==> config.mk <==
export PLATFORM = sky130hd
export DESIGN_NAME = multiply_descale_iter
export DESIGN_NICKNAME = d
export VERILOG_FILES = /design/src/rtl/hcordic_fp_pkg.sv /design/src/rtl/shift_add_mult_core.sv /design/src/rtl/multiply_descale_iter.sv
export SDC_FILE = /design/constraint.sdc
export NUM_CORES = 1
export LEC_CHECK = 0
export BUFFER_PORTS_ARGS = -buffer_cell sky130_fd_sc_hd__buf_2
export CAP_MARGIN = 20
export CORE_ASPECT_RATIO = 1.1
export CORE_MARGIN = 2
export CORE_UTILIZATION = 57
export CTS_CLUSTER_SIZE = 25
export DETAILED_ROUTE_END_ITERATION = 12
export PLACE_DENSITY = 0.92
export SLEW_MARGIN = 40
export SYNTH_ARGS = -nofsm -noshare
export SYNTH_HDL_FRONTEND = slang
export SYNTH_SLANG_ARGS = --single-unit
==> constraint.sdc <==
create_clock -name clock -period 3.55 [get_ports clock]
set_clock_uncertainty 0.1 [all_clocks]
set_input_delay 0.1775 -clock clock [delete_from_list [all_inputs] [get_ports clock]]
set_output_delay 0.1775 -clock clock [all_outputs]
set_load 0.01 [all_outputs]
==> src/rtl/hcordic_fp_pkg.sv <==
// Shared constants and state encoding for the HCORDIC float pipeline stages.
package hcordic_fp_pkg;

  localparam int unsigned SIGN_BIT = 32;
  localparam int unsigned EXP_HI   = 31;
  localparam int unsigned EXP_LO   = 24;
  localparam int unsigned MANT_HI  = 23;
  localparam int unsigned MANT_W   = 24;
  localparam int unsigned EXP_W    = 8;
  localparam int unsigned PROD_W   = 50;

  typedef enum logic [1:0] {
    IDLE = 2'd0,
    BUSY = 2'd1,
    DONE = 2'd2
  } mult_state_e;

endpackage

==> src/rtl/shift_add_mult_core.sv <==
// Radix-2 shift-add multiplier datapath: one partial product per cycle for W cycles.
module shift_add_mult_core #(
  parameter int unsigned W = 24
) (
  input  logic           clock,
  input  logic           reset,
  input  logic           start,
  input  logic [W-1:0]   mcand,
  input  logic [W-1:0]   mplier,
  output logic           last,
  output logic [2*W-1:0] result
);

  localparam int unsigned CNT_W = $clog2(W + 1);

  logic [2*W-1:0]   acc;
  logic [2*W-1:0]   mc;
  logic [W-1:0]     mp;
  logic [CNT_W-1:0] count;
  logic             running;

  // result is the accumulator after this cycle's add, so the caller can
  // capture the full product on the same edge as the final iteration
  assign result = acc + (mp[0] ? mc : '0);
  assign last   = running && (count == CNT_W'(W - 1));

  always_ff @(posedge clock) begin
    if (reset) begin
      acc     <= '0;
      mc      <= '0;
      mp      <= '0;
      count   <= '0;
      running <= 1'b0;
    end else if (start) begin
      acc     <= '0;
      mc      <= {{W{1'b0}}, mcand};
      mp      <= mplier;
      count   <= '0;
      running <= 1'b1;
    end else if (running) begin
      acc   <= result;
      mc    <= mc << 1;
      mp    <= mp >> 1;
      count <= count + CNT_W'(1);
      if (last) running <= 1'b0;
    end
  end

endmodule

==> src/rtl/multiply_descale_iter.sv <==
// Iterative mantissa multiplier producing sign, exponent sum and product for
// the descale normalise-product stage; idle ops bypass the multiplier.
module multiply_descale_iter #(
  parameter int unsigned MANT_W = hcordic_fp_pkg::MANT_W,
  parameter int unsigned EXP_W  = hcordic_fp_pkg::EXP_W
) (
  input  logic                    clock,
  input  logic                    reset,
  input  logic                    in_valid,
  output logic                    in_ready,
  input  logic                    idle_in,
  input  logic [MANT_W+EXP_W:0]   a_in,
  input  logic [MANT_W+EXP_W:0]   b_in,
  input  logic [7:0]              InsTag_in,
  input  logic                    ScaleValid_in,
  input  logic [31:0]             z_in,
  output logic                    out_valid,
  output logic                    idle_Multiply,
  output logic [MANT_W+EXP_W:0]   zout_Multiply,
  output logic [2*MANT_W+1:0]     productout_Multiply,
  output logic [7:0]              InsTagMultiply,
  output logic                    ScaleValidMultiply,
  output logic [31:0]             z_Multiply
);

  import hcordic_fp_pkg::*;

  localparam int unsigned SGN = MANT_W + EXP_W;
  localparam int unsigned EHI = MANT_W + EXP_W - 1;
  localparam int unsigned ELO = MANT_W;
  localparam int unsigned MHI = MANT_W - 1;

  mult_state_e state, state_nxt;

  logic                  accept;
  logic                  start;
  logic                  core_last;
  logic [2*MANT_W-1:0]   core_result;
  logic                  res_sign_q;
  logic [EXP_W-1:0]      res_exp_q;
  logic [7:0]            tag_q;
  logic                  sv_q;
  logic [31:0]           z_q;

  assign accept = in_valid && in_ready;
  assign start  = accept && !idle_in;

  shift_add_mult_core #(.W(MANT_W)) u_core (
    .clock  (clock),
    .reset  (reset),
    .start  (start),
    .mcand  (b_in[MHI:0]),
    .mplier (a_in[MHI:0]),
    .last   (core_last),
    .result (core_result)
  );

  always_ff @(posedge clock) begin
    if (reset) state <= IDLE;
    else       state <= state_nxt;
  end

  always_comb begin
    state_nxt = state;
    case (state)
      IDLE:    if (in_valid) state_nxt = idle_in ? DONE : BUSY;
      BUSY:    if (core_last) state_nxt = DONE;
      DONE:    state_nxt = IDLE;
      default: state_nxt = IDLE;
    endcase
  end

  always_comb begin
    in_ready  = 1'b0;
    out_valid = 1'b0;
    case (state)
      IDLE:    in_ready  = 1'b1;
      DONE:    out_valid = 1'b1;
      default: ;
    endcase
  end

  // Sign and exponent are resolved at accept; only the mantissas need the core
  always_ff @(posedge clock) begin
    if (reset) begin
      res_sign_q <= 1'b0;
      res_exp_q  <= '0;
      tag_q      <= '0;
      sv_q       <= 1'b0;
      z_q        <= '0;
    end else if (accept) begin
      res_sign_q <= a_in[SGN] ^ b_in[SGN];
      res_exp_q  <= a_in[EHI:ELO] + b_in[EHI:ELO] + EXP_W'(1);
      tag_q      <= InsTag_in;
      sv_q       <= ScaleValid_in;
      z_q        <= z_in;
    end
  end

  always_ff @(posedge clock) begin
    if (reset) begin
      idle_Multiply       <= 1'b0;
      zout_Multiply       <= '0;
      productout_Multiply <= '0;
      InsTagMultiply      <= '0;
      ScaleValidMultiply  <= 1'b0;
      z_Multiply          <= '0;
    end else if (accept && idle_in) begin
      idle_Multiply       <= 1'b1;
      zout_Multiply       <= a_in;
      productout_Multiply <= '0;
      InsTagMultiply      <= InsTag_in;
      ScaleValidMultiply  <= ScaleValid_in;
      z_Multiply          <= z_in;
    end else if (state == BUSY && core_last) begin
      idle_Multiply       <= 1'b0;
      zout_Multiply       <= {res_sign_q, res_exp_q, {MANT_W{1'b0}}};
      productout_Multiply <= {core_result, 2'b00};
      InsTagMultiply      <= tag_q;
      ScaleValidMultiply  <= sv_q;
      z_Multiply          <= z_q;
    end
  end

endmodule

==> flow_metrics.py, run 1 <==
metrics = {
    "outcome": {
        "run_status": "finished, final reports clean",
    },
    "synth": {
        "synth.ff_latch_count": 301,
        "ys_async_sr_fraction": 0,
        "post_synth_inst_count": 1807,
        "cell_taking_the_most_area_after_synthesis": "dfxtp_1",
        "yosys.area.top_type_share": 0.410,
        "synthesis.area_sq_mm": 0.0147,
        "synth_warnings": 0,
        "yosys_most_used_dff": "dfxtp_1",
        "postSynthAreaPerCell_sq_um": 8.14,
        "synthTopCellsByArea": "dfxtp_1, nand2_1, mux2i_1",
        "synth_edf_count": 0,
        "count_of_cell_types_in_the_netlist": 68,
        "yosysSeqAreaShare": 0.410,
    },
    "floorplan": {
        "floorplan.initialDensity": 0.580,
        "pin_count": 238,
        "dieArea_sq_mm": 0.0271,
        "die_width_um": 157,
        "coreArea_sq_mm": 0.0253,
        "die_y_um": 172,
        "std_cell_rows": 61,
    },
    "worst_setup_path": {
        "critical_path.most_common_cell": "a31oi_1",
        "rrSetupSlack_ns": 0.11,
        "slowest_stage_cell_on_the_critical_path": "a221o_1",
        "r2r_startpoint": "u_core.mp[0]",
        "cp.required_ns": 3.91,
        "data_arrival_time_of_the_critical_path_ns": 3.80,
        "r2r_cells": 12,
        "critPathKind": "reg2reg",
        "largest_stage_delay_on_the_critical_path_ns": 0.43,
        "timing.critical_path.cells": "buf_6 -> and2_1 -> ha_1 -> a21oi_2 -> o21ai_1 -> a22oi_2 -> a31oi_1 -> nor3_2 -> a31oi_1 -> a221o_1 -> or3_1 -> o311ai_1",
        "worst_r2r_endpoint": "u_core.acc[45]",
        "worst_setup_path_end_kind": "register",
        "worst_setup_sp_type": "register",
        "worst_path_maximum_fanout": 19,
    },
    "timing": {
        "fmax_mhz": 291,
        "finalSetupViolCount": 0,
        "report.final.slew_viol_count": 0,
        "min_period_ns": 3.44,
        "rsz0062_at_grt": "false",
        "final-hold-violation-count": 0,
        "post-route-worst-setup-slack_ns": 0.113,
        "final.setup.tns_ns": 0,
        "worstMarginPinSlew_ns": 0.820,
        "timing.max_slew.rel_slack": 0.452,
        "timing.final.crit_share": 0.968,
    },
    "global_route": {
        "globalRouteMet1Util": 0.409,
        "vias_in_the_first_global_route": 14500,
        "antenna_found_initial": 0,
        "globalRouteMet2Util": 0.557,
        "grt_first_pass_wirelength_um": 73400,
        "gr-usage-met3": 0.0689,
        "overflow": 0,
        "grt_busiest_layer": "met2",
        "maximum_number_of_pins_on_one_net_before_global_route_repair": 136,
        "groute.usage.overall": 0.333,
    },
    "pwr": {
        "p_total_mw": 7.95,
        "power_frac_comb": 0.117,
        "worst_vdd_rail_ir_drop_uv": 443,
        "cellInternalPower_mw": 5.90,
        "power.density_cell_area_mw_per_mm2": 435,
        "power_frac_clock": 0.426,
        "swShare": 0.258,
        "switchingPower_mw": 2.05,
        "leakage_power_total_nw": 7.55,
        "sequentialPowerShare": 0.457,
    },
    "clocking": {
        "cts_tree": "done",
        "cts_inserted_buffers": 30,
        "clock_latency_reported_for_the_late_side_of_the_worst_skew_pair_ns": 0.56,
        "sink_count_of_the_clock_tree": 301,
        "cts_max_level": 1,
        "clk_root_buffer_cell": "clkbuf_16",
        "clkSlewWorstSetupHoldPaths_ns": 0.07,
        "cts_max_path_buffers": 3,
    },
    "worst_hold_path": {
        "hp-start": "b_in[26]",
        "worst_hold_path.endpoint": "res_exp_q[2]",
        "worst_hold_path.num_cells": 4,
        "worstHoldPathType": "in2reg",
    },
    "placed_design": {
        "detailed_place_hpwl_um": 27500,
        "routabilityCongestion": 0.965,
        "io_buffer_count": 235,
        "preCtsSetupSlack_ns": 0.0981,
    },
    "detailed_routing": {
        "drt_pass1_iterations": 6,
        "detailedRoute.firstIterationViolations": 1513,
        "average_wire_length_per_cell_after_detail_routing_um": 19.0,
        "routed_vias": 14700,
        "route.detailed.drc": 0,
        "wirelength_um": 46400,
        "vias_per_cell": 6.02,
        "final_antenna_net_count": 0,
    },
    "finish": {
        "drive_above_1_share": 0.165,
        "filler_cell_count": 1702,
        "synthToLayoutAreaGrowth_pct": 24.2,
        "finish.net_count": 2238,
        "insertedDiodeCount": 0,
    },
    "job": {
        "drv_cap": 0,
    },
}
==> cell families after synthesis <==
family                   after synthesis  share of synthesized area
AND/OR/NAND/NOR                      719                      0.209
AO/OA/AOI/OAI                        401                      0.181
flip-flops                           301                      0.410
buffers and inverters                163                     0.0429
multiplexers                         108                     0.0735
adder cells (fa/ha/maj)               57                     0.0495
XOR/XNOR                              57                     0.0340
other                                  1                   0.000255
==> registers in the layout (all words and copies together) (netlist names) <==
signal / count
u_core.acc: 48
sv_q: 1
u_core.running: 1
res_exp_q: 8
res_sign_q: 1
u_core.count: 5
zout_Multiply: 33
tag_q: 8
ScaleValidMultiply: 1
z_q: 32
state: 2
u_core.mp: 24
idle_Multiply: 1
u_core.mc: 48
InsTagMultiply: 8
z_Multiply: 32
productout_Multiply: 48
==> critical path: cells and delay by family (launching register included) <==
kind	cells	cell delay [ns]
adders and majority gates	1	0.40
AOI/OAI and AO/OA	7	1.42
and+or+nand+nor	3	0.90
buffers and inverters	1	0.16
DFF	1	0.35
==> Yosys cell counts (7+ instances only) <==
| library cell | number |
|---|---|
| a21oi_1 | 161 |
| clkbuf_1 | 99 |
| dfxtp_1 | 301 |
| mux2i_1 | 108 |
| xor2_1 | 21 |
| buf_1 | 30 |
| nand2_1 | 329 |
| a21o_1 | 24 |
| and2_1 | 53 |
| o211ai_1 | 7 |
| nand4_1 | 18 |
| o21ai_0 | 24 |
| a211oi_1 | 67 |
| inv_1 | 23 |
| a31oi_1 | 10 |
| and3_1 | 7 |
| xnor2_1 | 36 |
| ha_1 | 55 |
| nor2b_1 | 7 |
| nand2b_1 | 8 |
| nor3_1 | 12 |
| buf_2 | 8 |
| nand3_1 | 37 |
| a311oi_1 | 51 |
| o21ai_1 | 7 |
| nor2_1 | 225 |
==> power groups by stage <==
stage / logic, mW / registers (mW) / clock network [mW]
after floorplan: 0.485 / 3.70 / 0
after global placement: 0.737 / 3.68 / 0
after detailed placement: 0.764 / 3.69 / 0
after CTS: 0.865 / 3.62 / 3.38
after global routing: 0.989 / 3.64 / 3.53
final: 0.926 / 3.64 / 3.39
==> through the flow <==
stage	utilization	instance area, sq um	instances	hold WS [ns]
after global placement	0.632	16000	2273	0.330
after global routing	0.721	18300	2439	0.0520
final	0.721	18300	2439	0.0485
after floorplan	-	14700	1808	0.213
after detailed placement	0.633	16000	2274	0.337
after CTS	0.717	18200	2437	0.0158
==> how the worst max path moves through the flow <==
stage                 start             end  slack, ns  cells after the start
2_1_floorplan  u_core.mp[0]  u_core.acc[40]       0.39                     14
3_3_place_gp   u_core.mp[0]  u_core.acc[46]       0.25                     13
3_5_place_dp   u_core.mp[0]  u_core.acc[46]        0.1                     13
4_1_cts        u_core.mp[0]  u_core.acc[46]       0.07                     13
5_1_grt        u_core.mp[0]  u_core.acc[45]       0.01                     12
6_report       u_core.mp[0]  u_core.acc[45]       0.11                     12
==> layout by cell type (no fill, tap or decap), types with 19 or more instances in the layout <==
cell,instances
xnor2_1,36
and2_1,51
nand2_1,327
a211oi_1,65
buf_2,234
dlygate4sd3_1,108
nor2_1,225
ha_1,55
a21o_1,24
xor2_1,21
buf_4,19
inv_1,23
a311oi_1,50
dfxtp_1,299
nand3_1,37
a21oi_1,160
clkbuf_16,31
mux2i_1,108
o21ai_0,24
==> cell type report <==
type                       count  area [sq um]  area share
clock inverter                17           196      0.0108
multi-input combinational   1344          8120       0.445
tap                          346           433      0.0237
clock buffer                  38           852      0.0467
timing repair buffer         370          2540       0.139
sequential                   301          6030       0.330
inverter                      23          86.3     0.00473
==> per-layer routing <==
layer  part of all wire  vias up
li1                   -     6784
met1               0.39     6738
met2               0.46      933
met3              0.092      237
met4              0.054        0
met5                  0        -
==> what timing repair did <==
| action | in CTS | in global routing |
|---|---|---|
| endpoints found under the setup margin | 0 | 18 |
| endpoints found under the hold margin | 170 | 0 |
| resized for setup | 0 | 10 |
| hold buffers | 108 | 0 |
| buffers inserted | 0 | 1 |
(Power assumes the default switching activity.)
==> run 2, diff against run 1 <==
clock period = 3.85 ns   (was 3.55 ns; I/O delays follow)
==> run 2 against run 1 <==
Sequential power decreased by 7.7%. Flip-flop and latch count unchanged. Clock power decreased by 10%. Via count increased by 1.9%. Routed wire length increased by 3.4%. Die area unchanged. Core utilization decreased by 0.67 points. Non-clock buffer count decreased by 10. Cell area decreased by 0.92%. Count of clock-buffer cells in the layout increased by 4. Critical endpoint unchanged.
==> flow_metrics.py, run 2 (synthesized netlist as in run 1, its figures left out) <==
metrics = {
    "finish": {
        "synthToLayoutAreaGrowth_pct": 23.1,
        "fin_cells": 2431,
        "largest_registers": "productout_Multiply: 48 flops, u_core.acc: 48 flops, u_core.mc: 48 flops",
        "final_cell_mix": "nand2_1, dfxtp_1, buf_2, nor2_1, a21oi_1",
        "drive_above_1_share": 0.156,
        "final_core_density": 0.714,
        "finish.net_count": 2228,
        "layout_commonest_cell": "nand2_1",
    },
    "detailed_routing": {
        "detail_route.wirelength.met1_um": 18300,
        "average_wire_length_per_cell_after_detail_routing_um": 19.8,
        "final_antenna_net_count": 0,
        "wl_met2_um": 22100,
        "vias_per_cell": 6.16,
        "detailedRoute.firstIterationViolations": 1579,
        "routed_vias": 15000,
        "highest_layer": "met4",
        "met3_wl_um": 4530,
        "wirelength_um": 48000,
        "route.detailed.drc": 0,
        "drt_pass1_iterations": 6,
    },
    "timing": {
        "fmax_mhz": 277,
        "finalSetupViolCount": 0,
        "post-route-worst-setup-slack_ns": 0.238,
        "timing.max_slew.rel_slack": 0.411,
        "final.setup.tns_ns": 0,
        "report.final.slew_viol_count": 0,
        "min_period_ns": 3.61,
        "timing.final.crit_share": 0.938,
        "worstMarginPinSlew_ns": 0.883,
        "final-hold-violation-count": 0,
        "rsz0062_at_grt": "false",
    },
    "floorplan": {
        "die_y_um": 172,
        "pin_count": 238,
        "dieArea_sq_mm": 0.0271,
        "std_cell_rows": 61,
        "die_width_um": 157,
        "floorplan.initialDensity": 0.580,
        "coreArea_sq_mm": 0.0253,
    },
    "worst_setup_path": {
        "data_arrival_time_of_the_critical_path_ns": 3.97,
        "worst_setup_path_end_kind": "register",
        "path_delay_family": "compound AO/OA/AOI/OAI gates",
        "timing.critical_path.cells": "buf_4 -> and2_1 -> ha_1 -> a21o_1 -> a31oi_2 -> a2111o_1 -> a31oi_1 -> nor3_2 -> a31oi_1 -> a221o_1 -> or3_1 -> o311ai_1",
        "largest_stage_delay_on_the_critical_path_ns": 0.44,
        "crit_start": "u_core.mp[0]",
        "critPathKind": "reg2reg",
        "cp.required_ns": 4.21,
        "cp_num_buf_inv": 1,
        "slowest_stage_cell_on_the_critical_path": "a221o_1",
        "worst_setup_sp_type": "register",
        "worst_path_maximum_fanout": 38,
        "critical_path.most_common_cell": "a31oi_1",
        "r2r_startpoint": "u_core.mp[0]",
    },
    "clocking": {
        "clk_root_buffer_cell": "clkbuf_16",
        "cts_max_level": 1,
        "cts_max_path_buffers": 3,
        "post-cts-setup-buffers": 0,
        "cts_tree": "done",
        "clock_latency_reported_for_the_late_side_of_the_worst_skew_pair_ns": 0.57,
        "sink_count_of_the_clock_tree": 301,
        "cts_inserted_buffers": 30,
        "clkSlewWorstSetupHoldPaths_ns": 0.07,
    },
    "global_route": {
        "maximum_number_of_pins_on_one_net_before_global_route_repair": 99,
        "groute.usage.overall": 0.341,
        "overflow": 0,
        "antenna_found_initial": 1,
        "vias_in_the_first_global_route": 14500,
        "grt_first_pass_wirelength_um": 74700,
    },
    "placed_design": {
        "detailed_place_hpwl_um": 27600,
        "preCtsSetupSlack_ns": 0.232,
        "routabilityCongestion": 0.932,
        "io_buffer_count": 235,
        "numPlacedInstances": 2265,
    },
    "worst_hold_path": {
        "hp-start": "b_in[25]",
        "worstHoldPathType": "in2reg",
    },
    "job": {
        "drv_cap": 0,
    },
    "outcome": {
        "run_status": "finished, final reports clean",
    },
    "pwr": {
        "power.density_cell_area_mw_per_mm2": 401,
        "leakage_power_total_nw": 7.45,
        "worst_vdd_rail_ir_drop_uv": 477,
    },
}
==> run 2: final timing paths <==
check | endpoint | cells after the start | slack, ns
worst min-delay path | res_exp_q[1] | 4 | 0.03
worst min register to register | productout_Multiply[40] | 2 | 0.35
worst max-delay path | u_core.acc[45] | 12 | 0.24
worst max register to register | u_core.acc[45] | 12 | 0.24
==> run 2: cell type report <==
type / count / area (sq um)
antenna: 1 / 2.50
multi-input combinational: 1344 / 8100
tap: 346 / 433
clock buffer: 42 / 887
timing repair buffer: 360 / 2420
fill: 1780 / 7240
sequential: 301 / 6030
inverter: 23 / 86.3
clock inverter: 14 / 138
==> run 2: per-stage QoR <==
stage          hold WS, ns  power, mW  area [sq um]
5_1_grt             0.0432       7.46         18100
3_5_place_dp         0.341       4.10         16000
4_1_cts            0.00834       7.16         18100
6_report            0.0257       7.26         18100
3_3_place_gp         0.337       4.07         15900
2_1_floorplan        0.228       3.85         14700
==> run 2: layer usage <==
metal,vias to the layer above,track usage
li1,6771,-
met1,6922,0.416
met2,1003,0.562
met3,278,0.0697
met4,0,0.194
met5,-,0
==> run 2: timing repair <==
action | in CTS | in global routing
hold buffers | 109 | 0
setup endpoints to repair | 0 | 2
endpoints found under the hold margin | 169 | 0
gates resized for setup | 0 | 1
==> run 2: power by group <==
group | internal [mW] | leakage (nW) | total [mW] | switching (mW)
Clock | 1.74 | 0.503 | 3.05 | 1.31
Sequential | 3.26 | 2.45 | 3.36 | 0.106
Combinational | 0.347 | 4.49 | 0.848 | 0.500
==> run 2: tightest hold or removal path, delay by kind of cell <==
| kind | cells | cell delay, ns |
|---|---|---|
| adder cells (fa/ha/maj) | 1 | 0.17 |
| AND/OR/NAND/NOR | 1 | 0.05 |
| buffers and inverters | 1 | 0.11 |
| AO/OA/AOI/OAI | 1 | 0.11 |
==> run 3, diff against run 2 <==
CTS_CLUSTER_SIZE = 28   (was 25)
RECOVER_POWER = 100   (was not set)
==> run 3 against run 2 <==
The run now ends with capacitance limit, slew limit left. Count of clock-buffer cells in the layout did not move. Critical path type unchanged. Maximum frequency shrank 2.4%. Sequential power barely moved.
==> flow_metrics.py, run 3 (synthesized netlist as in run 1, its figures left out) <==
metrics = {
    "placed_design": {
        "routabilityCongestion": 0.932,
        "io_buffer_count": 235,
        "detailed_place_hpwl_um": 27600,
    },
    "detailed_routing": {
        "wl_met2_um": 22100,
        "final_antenna_net_count": 0,
        "met3_wl_um": 4600,
        "wirelength_um": 48100,
        "highest_layer": "met4",
        "vias_per_cell": 6.18,
        "route.detailed.drc": 0,
        "detail_route.wirelength.met1_um": 18200,
        "average_wire_length_per_cell_after_detail_routing_um": 19.8,
        "detailedRoute.firstIterationViolations": 1537,
        "drt_pass1_iterations": 7,
        "routed_vias": 15000,
    },
    "worst_setup_path": {
        "r2r_startpoint": "u_core.mp[0]",
        "worst_setup_sp_type": "register",
        "critPathKind": "reg2reg",
        "cp.required_ns": 4.18,
        "worst_setup_path_end_kind": "register",
        "critical_path.most_common_cell": "a31oi_1",
        "worst_path_maximum_fanout": 38,
        "largest_stage_delay_on_the_critical_path_ns": 0.44,
        "slowest_stage_cell_on_the_critical_path": "a221o_1",
        "data_arrival_time_of_the_critical_path_ns": 4.03,
        "timing.critical_path.cells": "buf_4 -> and2_1 -> ha_1 -> a21o_1 -> a31oi_1 -> a2111o_1 -> a31oi_1 -> nor3_2 -> a31oi_1 -> a221o_1 -> or3_1 -> o311ai_1",
        "crit_start": "u_core.mp[0]",
    },
    "timing": {
        "final.setup.tns_ns": 0,
        "rsz0062_at_grt": "false",
        "hold-worst-slack_ns": 0.0282,
        "min_period_ns": 3.70,
        "timing.max_slew.rel_slack": -0.352,
        "worstMarginPinSlew_ns": 2.03,
        "fmax_mhz": 270,
        "report.final.slew_viol_count": 314,
        "timing.final.crit_share": 0.962,
        "finalSetupViolCount": 0,
        "final-hold-violation-count": 0,
    },
    "clocking": {
        "cts_max_level": 1,
        "sink_count_of_the_clock_tree": 301,
        "post-cts-setup-buffers": 0,
        "clock_latency_reported_for_the_late_side_of_the_worst_skew_pair_ns": 0.57,
        "clk_root_buffer_cell": "clkbuf_16",
        "cts_inserted_buffers": 30,
        "cts_tree": "done",
        "clkSlewWorstSetupHoldPaths_ns": 0.07,
        "cts_max_path_buffers": 3,
    },
    "pwr": {
        "leakage_power_total_nw": 6.90,
        "p_total_mw": 7.25,
        "worst_vdd_rail_ir_drop_uv": 476,
        "power.density_cell_area_mw_per_mm2": 406,
    },
    "finish": {
        "final_cell_mix": "nand2_1, dfxtp_1, nor2_1, a21oi_1, clkbuf_1",
        "finish.net_count": 2228,
        "drive_above_1_share": 0.0931,
        "largest_registers": "productout_Multiply: 48 flops, u_core.acc: 48 flops, u_core.mc: 48 flops",
        "synthToLayoutAreaGrowth_pct": 21.5,
        "layout_commonest_cell": "nand2_1",
    },
    "floorplan": {
        "dieArea_sq_mm": 0.0271,
        "coreArea_sq_mm": 0.0253,
        "die_width_um": 157,
        "floorplan.initialDensity": 0.580,
        "pin_count": 238,
        "die_y_um": 172,
        "std_cell_rows": 61,
    },
    "outcome": {
        "run_status": "finished with violations",
        "violations": "capacitance limit, slew limit",
    },
    "global_route": {
        "grt_first_pass_wirelength_um": 74700,
        "overflow": 0,
        "groute.usage.overall": 0.341,
        "vias_in_the_first_global_route": 14500,
        "maximum_number_of_pins_on_one_net_before_global_route_repair": 99,
        "antenna_found_initial": 1,
    },
    "worst_hold_path": {
        "hp-start": "b_in[25]",
        "worstHoldPathType": "in2reg",
    },
    "job": {
        "drv_cap": 4,
    },
}
-- run 3: changes by cell type in the layout (fill, tap and decap cells not counted), sizes merged --
cell    before  now
clkbuf      42  174
buf        251  119
-- run 3: worst max-delay path, delay by kind of cell (launching register included) --
family	cells	cell delay, ns
simple gates	3	0.91
compound gates	7	1.56
flops	1	0.35
buf+inv	1	0.34
fa+ha+maj	1	0.29
-- run 3: final timing paths --
path	end	cells past startpoint	slack, ns
max reg2reg	u_core.acc[45]	12	0.15
min	res_exp_q[1]	4	0.03
max	u_core.acc[45]	12	0.15
min reg2reg	productout_Multiply[40]	2	0.35
-- run 3: final cells by class --
type | instances | area (sq um)
Multi-Input combinational cell | 1344 | 8060
Clock inverter | 14 | 138
Clock buffer | 42 | 887
Timing Repair Buffer | 360 | 2230
Tap cell | 346 | 433
Sequential cell | 301 | 6030
Inverter | 23 | 86.3
Antenna cell | 1 | 2.50
Fill cell | 1883 | 7470
-- run 3: per-stage QoR --
stage	utilization	worst slack (ns)	area [sq um]	cells
after CTS	0.713	0.190	18100	2430
final	0.705	0.148	17900	2431
after floorplan	-	0.689	14700	1808
after global placement	0.629	0.328	15900	2265
after global routing	0.705	0.0348	17900	2431
after detailed placement	0.630	0.232	16000	2265
-- run 3: power breakdown --
| group | switching [mW] | internal, mW | leakage (nW) | total [mW] |
|---|---|---|---|---|
| logic | 0.497 | 0.332 | 3.94 | 0.830 |
| registers | 0.107 | 3.26 | 2.45 | 3.36 |
| clock network | 1.31 | 1.75 | 0.503 | 3.05 |
-- run 3: layer usage --
layer	global-route usage	vias up
met5	0	-
met4	0.194	0
met3	0.0697	301
met2	0.562	1026
met1	0.416	6914
li1	-	6784
-- run 3: what timing repair did --
action                     4_1_cts  5_1_grt
setup endpoints to repair        0        2
hold buffers                   109        0
gates resized for setup          0        1
hold endpoints to repair       169        0
